### src/rtl/ltc_frame_encoder.sv
// SMPTE LTC frame generator: BCD timecode counter, 80-bit frame assembly and
// biphase-mark line encoding driven by an external half-bit strobe.
module ltc_frame_encoder #(
  parameter int unsigned FPS = 25
) (
  input  logic        clk_i,
  input  logic        reset_n,
  input  logic        half_bit_tick,
  input  logic        enable,
  input  logic        load,
  input  logic [25:0] load_tc,
  output logic        ltc_o,
  output logic        frame_start,
  output logic        busy,
  output logic [25:0] tc_o
);

  typedef enum logic [0:0] {StIdle, StRun} state_e;

  localparam logic [5:0]  FrLast  = 6'(FPS - 1);
  // Sync word, bit 64 in the LSB: transmitted as 0011111111111101.
  localparam logic [15:0] SyncWord = 16'hBFFC;
  localparam logic [6:0]  LastBit  = 7'd79;

  state_e      state_q, state_d;
  logic        phase_q, phase_d;
  logic [6:0]  bit_idx_q, bit_idx_d;
  logic [79:0] frame_q, frame_d;
  logic [25:0] tc_q, tc_d;
  logic        ltc_q, ltc_d;
  logic        fs_q, fs_d;

  logic [79:0] frame_now;
  logic [25:0] tc_inc;
  logic        inc_tick;

  logic [3:0] fr_u, sc_u, mn_u, hr_u;
  logic [1:0] fr_t, hr_t;
  logic [2:0] sc_t, mn_t;
  logic [5:0] fr_val, hr_val, fr_n, hr_n;
  logic [6:0] sc_val, mn_val, sc_n, mn_n;
  logic       fr_wrap, sc_wrap, mn_wrap, hr_wrap;

  assign {hr_t, hr_u, mn_t, mn_u, sc_t, sc_u, fr_t, fr_u} = tc_q;

  assign fr_val = {4'd0, fr_t} * 6'd10 + {2'd0, fr_u};
  assign sc_val = {4'd0, sc_t} * 7'd10 + {3'd0, sc_u};
  assign mn_val = {4'd0, mn_t} * 7'd10 + {3'd0, mn_u};
  assign hr_val = {4'd0, hr_t} * 6'd10 + {2'd0, hr_u};

  // Terminal detection uses >= so out-of-range loaded values recover on the next carry.
  assign fr_wrap = fr_val >= FrLast;
  assign sc_wrap = sc_val >= 7'd59;
  assign mn_wrap = mn_val >= 7'd59;
  assign hr_wrap = hr_val >= 6'd23;

  assign fr_n = (fr_u >= 4'd9) ? {fr_t + 2'd1, 4'd0} : {fr_t, fr_u + 4'd1};
  assign sc_n = (sc_u >= 4'd9) ? {sc_t + 3'd1, 4'd0} : {sc_t, sc_u + 4'd1};
  assign mn_n = (mn_u >= 4'd9) ? {mn_t + 3'd1, 4'd0} : {mn_t, mn_u + 4'd1};
  assign hr_n = (hr_u >= 4'd9) ? {hr_t + 2'd1, 4'd0} : {hr_t, hr_u + 4'd1};

  always_comb begin
    tc_inc = tc_q;
    if (!fr_wrap) begin
      tc_inc[5:0] = fr_n;
    end else begin
      tc_inc[5:0] = 6'd0;
      if (!sc_wrap) begin
        tc_inc[12:6] = sc_n;
      end else begin
        tc_inc[12:6] = 7'd0;
        if (!mn_wrap) begin
          tc_inc[19:13] = mn_n;
        end else begin
          tc_inc[19:13] = 7'd0;
          tc_inc[25:20] = hr_wrap ? 6'd0 : hr_n;
        end
      end
    end
  end

  assign frame_now = {SyncWord, 6'd0, hr_t, 4'd0, hr_u, 5'd0, mn_t, 4'd0, mn_u,
                      5'd0, sc_t, 4'd0, sc_u, 6'd0, fr_t, 4'd0, fr_u};

  always_comb begin
    state_d   = state_q;
    phase_d   = phase_q;
    bit_idx_d = bit_idx_q;
    frame_d   = frame_q;
    ltc_d     = ltc_q;
    fs_d      = 1'b0;
    inc_tick  = 1'b0;
    if (half_bit_tick) begin
      unique case (state_q)
        StIdle: begin
          if (enable) begin
            state_d   = StRun;
            ltc_d     = ~ltc_q;
            fs_d      = 1'b1;
            frame_d   = frame_now;
            phase_d   = 1'b1;
            bit_idx_d = 7'd0;
          end
        end
        StRun: begin
          phase_d = ~phase_q;
          if (!phase_q) begin
            ltc_d = ~ltc_q;
            if (bit_idx_q == 7'd0) begin
              fs_d    = 1'b1;
              frame_d = frame_now;
            end
          end else begin
            if (frame_q[bit_idx_q]) ltc_d = ~ltc_q;
            if (bit_idx_q == LastBit) begin
              bit_idx_d = 7'd0;
              inc_tick  = 1'b1;
              if (!enable) state_d = StIdle;
            end else begin
              bit_idx_d = bit_idx_q + 7'd1;
            end
          end
        end
        default: state_d = StIdle;
      endcase
    end
    // A load always overrides the end-of-frame increment.
    if (load)          tc_d = load_tc;
    else if (inc_tick) tc_d = tc_inc;
    else               tc_d = tc_q;
  end

  always_ff @(posedge clk_i or negedge reset_n) begin
    if (!reset_n) begin
      state_q   <= StIdle;
      phase_q   <= 1'b0;
      bit_idx_q <= 7'd0;
      frame_q   <= 80'd0;
      tc_q      <= 26'd0;
      ltc_q     <= 1'b0;
      fs_q      <= 1'b0;
    end else begin
      state_q   <= state_d;
      phase_q   <= phase_d;
      bit_idx_q <= bit_idx_d;
      frame_q   <= frame_d;
      tc_q      <= tc_d;
      ltc_q     <= ltc_d;
      fs_q      <= fs_d;
    end
  end

  assign ltc_o       = ltc_q;
  assign frame_start = fs_q;
  assign busy        = (state_q == StRun);
  assign tc_o        = tc_q;

endmodule

### config.mk
export PLATFORM = sky130hd
export DESIGN_NAME = ltc_frame_encoder
export DESIGN_NICKNAME = d
export VERILOG_FILES = /design/src/rtl/ltc_frame_encoder.sv
export SDC_FILE = /design/constraint.sdc
export NUM_CORES = 1
export LEC_CHECK = 0
export ABC_AREA = 1
export CELL_PAD_IN_SITES_DETAIL_PLACEMENT = 1
export CELL_PAD_IN_SITES_GLOBAL_PLACEMENT = 1
export CORE_ASPECT_RATIO = 0.5
export CORE_MARGIN = 4
export CORE_UTILIZATION = 36
export DETAILED_ROUTE_END_ITERATION = 7
export GPL_TIMING_DRIVEN = 0
export PLACE_DENSITY = 0.8
export SYNTH_ARGS = -nofsm -noshare
export SYNTH_HDL_FRONTEND = slang
export SYNTH_SLANG_ARGS = --single-unit
### constraint.sdc
create_clock -name clk_i -period 2 [get_ports clk_i]
set_input_delay 0.6 -clock clk_i [delete_from_list [all_inputs] [get_ports clk_i]]
set_output_delay 0.6 -clock clk_i [all_outputs]
set_load 0.005 [all_outputs]
==> run_results.csv <==
group,metric,value,unit
synth,ys_seq_elements,64,
clock_tree,clkTransAtPathRegs,60,ps
worst_setup_path,cpPeakStageDelay,460,ps
timing,relSlewSlack,0.433,
job,max_cap_viol_count,0,
routing,avgViaCountPerCell,5.07,
worst_setup_path,path_cells,"ha_4 > ha_4 > inv_2 > o21ai_2 > buf_4 > nand3_2 > nand3_2 > nor2_4 > buf_4 > inv_4 > nand2_8 > nor2_4 > nand2_2 > a21oi_2",
routing,routed_wl,14500,um
grt,grt_pass1_wl,23100,um
synth,synth_area,4360,sq um
worst_setup_path,worstSetupEndpointType,"flip-flop",
timing,setup_viol,27,
worst_setup_path,crit_path_top_delay_cell,"dfrtp_2",
worst_setup_path,crit_type,"flip-flop to flip-flop",
floorplan,core,11800,sq um
cells_and_area,nFillCells,1482,
floorplan,start_util,0.368,
grt,grtUsageTotal,0.207,
worst_setup_path,worst-path-max-fanout,5,
routing,drtIter0Drc,194,
cells_and_area,syn_to_final_growth,39.9,%
grt,gr-total-overflow,0,
synth,syn-num-nets,664,
routing,drc,0,
timing,finalCriticalPeriod,2350,ps
placed_design,port_buffers,59,
cells_and_area,drive_above_1_share,0.217,
worst_setup_path,crit_arrival,2610,ps
clock_tree,cts_inserted_buffers,9,
placed_design,gp_congestion,0.842,
pwr,pwr_density_cell,1540,nW/um^2
timing,holdWs,384,ps
placed_design,dp_hpwl,9740,um
floorplan,fp.dieW,164,um
timing,worst_pin_slew,851,ps
clock_tree,cts_hold_buf,0,
clock_tree,htreeDepth,3,
routing,ant_nets,0,
cells_and_area,n_antenna_cell,0,
clock_tree,cts-root-buf,"clkbuf_16",
timing,hold_viol_final,0,
pwr,leakagePower,2.91,nW
synth,synth_area_per_cell,7.34,sq um
synth,yosysSeqAreaShare,0.367,
grt,grt_pass1_vias,4655,
clock_tree,numClockSinks,64,
synth,yosysWarnings,0,
status,failed_checks,"setup timing",
routing,wire_per_inst,16.9,um
cells_and_area,final_cell_mix,"nand2_1, inv_1, clkdlybuf4s50_1, dfrtp_1",
clock_tree,clk_latency,330,ps
timing,finalCritPeriodShare,1.18,
grt,grt_max_degree,65,
floorplan,rows,28,
floorplan,die_h,85.8,um
clock_tree,clockBufferDepth,2,
clock_tree,cts_tree,"yes",
timing,rsz0062_at_grt,"yes",
worst_setup_path,path_buf_inv,4,
timing,finalMaxSlewViolations,0,
cells_and_area,fin_cells,861,
routing,first_pass_iters,4,
cells_and_area,mostFrequentLayoutCell,"nand2_1",
cells_and_area,layout.nets,761,
synth,synth_cell_types,39,
status,status,"complete, but fails checks",
placed_design,place_inst,818,
floorplan,ios,60,
worst_setup_path,worstSetupStartpointType,"flip-flop",
hold_path,hold_path_class,"primary input to async pin",
grt,antenna_found_initial,0,
timing,fmaxAchievable,0.425,GHz
synth,netlist_instances,594,
pwr,ir_drop,0.000801,V
timing,fin_skew,5.99,ps
timing,finalWorstSetupSlack,-352,ps
floorplan,die_area,14000,sq um
routing,vias,4365,
worst_setup_path,crit_family,"simple AND/OR/NAND/NOR gates",
worst_setup_path,cp.required,2260,ps
registers in the layout, summed over array words and instances, names as in the netlist:
name         flops
frame_start      1
phase_q          1
bit_idx_q        7
busy             1
tc_o            26
ltc_o            1
frame_q         27
cells in the mapped netlist, drive strengths merged:
cell type  instances  area, sq um
a21boi             4         30.0
o211ai             2         15.0
nor3               2         10.0
a31oi              2         12.5
dfrtp             64         1600
nand3b             1         7.51
nor4               1         6.26
clkinv             1         3.75
ha                35          438
clkbuf             9         33.8
a21oi             23          115
buf                2         15.0
a22oi              1         7.51
nand4              6         37.5
o21bai             1         7.51
nand2            201          774
o22ai              1         6.26
or2                2         12.5
a21o               2         15.0
o21ai             48          244
nor2              47          204
a41oi              1         8.76
fa                 4         80.1
nand3             47          240
xor2              13          121
a211oi             1         7.51
inv               67          254
xnor2              6         52.6
layer usage:
metal,GRT usage,share of wire,vias up
li1,-,-,2097
met1,0.274,0.45,2175
met2,0.358,0.49,76
met3,0.0302,0.039,17
met4,0.0495,0.014,0
met5,0,0,-
worst paths after layout:
| kind | startpoint | end | slack, ps | cells after the start |
|---|---|---|---|---|
| min | reset_n | phase_q | 380 | 1 |
| max | tc_o[10] | tc_o[8] | -350 | 14 |
| max reg2reg | tc_o[10] | tc_o[8] | -350 | 14 |
| min in group clk_i | frame_q[77] | frame_q[77] | 480 | 1 |
| max in group asynchronous | reset_n | tc_o[15] | 1020 | 1 |
| min reg2reg | frame_q[77] | frame_q[77] | 480 | 1 |
timing repair:
| action | 4_1_cts | 5_1_grt |
|---|---|---|
| pin swaps | 8 | 13 |
| buffers inserted | 15 | 12 |
| resized for setup | 40 | 67 |
| gates cloned | 1 | 0 |
| endpoints found under the setup margin | 70 | 70 |
power by group:
group	leakage (nW)	internal, mW	total (mW)	switching, mW
Sequential	0.786	1.84	2.51	0.664
Clock	0.162	1.22	1.84	0.616
Combinational	1.97	2.29	5.06	2.77
Total	2.91	5.35	9.40	4.05
cell families after synthesis:
| group | count (synthesis) | synth area share |
|---|---|---|
| adders and majority gates | 39 | 0.119 |
| DFF | 64 | 0.367 |
| and+or+nand+nor | 307 | 0.296 |
| xor gates and xnor gates | 19 | 0.0399 |
| AOI/OAI and AO/OA | 86 | 0.108 |
| buffers and inverters | 79 | 0.0703 |
through the flow:
stage | power (mW) | TNS (ps) | utilization | area [sq um] | setup slack (ps)
final | 9.40 | -6690 | 0.515 | 6100 | -352
after detailed placement | 6.52 | -29370 | 0.443 | 5240 | -655
after global routing | 10.2 | -9750 | 0.515 | 6100 | -475
after CTS | 8.77 | -4220 | 0.490 | 5800 | -234
after global placement | 6.29 | -150990 | 0.443 | 5240 | -2180
after floorplan | 4.97 | -333 | - | 4450 | -35.3
area by class of cell:
type                       count  area (sq um)  share of cell area
clock inverter                 7           119              0.0195
buffer                        10          56.3             0.00923
sequential                    64          1630               0.266
clock buffer                   9           225              0.0369
timing repair buffer          87           850               0.139
inverter                      68           280              0.0459
multi-input combinational    451          2740               0.449
tap                          165           206              0.0338
Power figures use the tool's default switching activity.
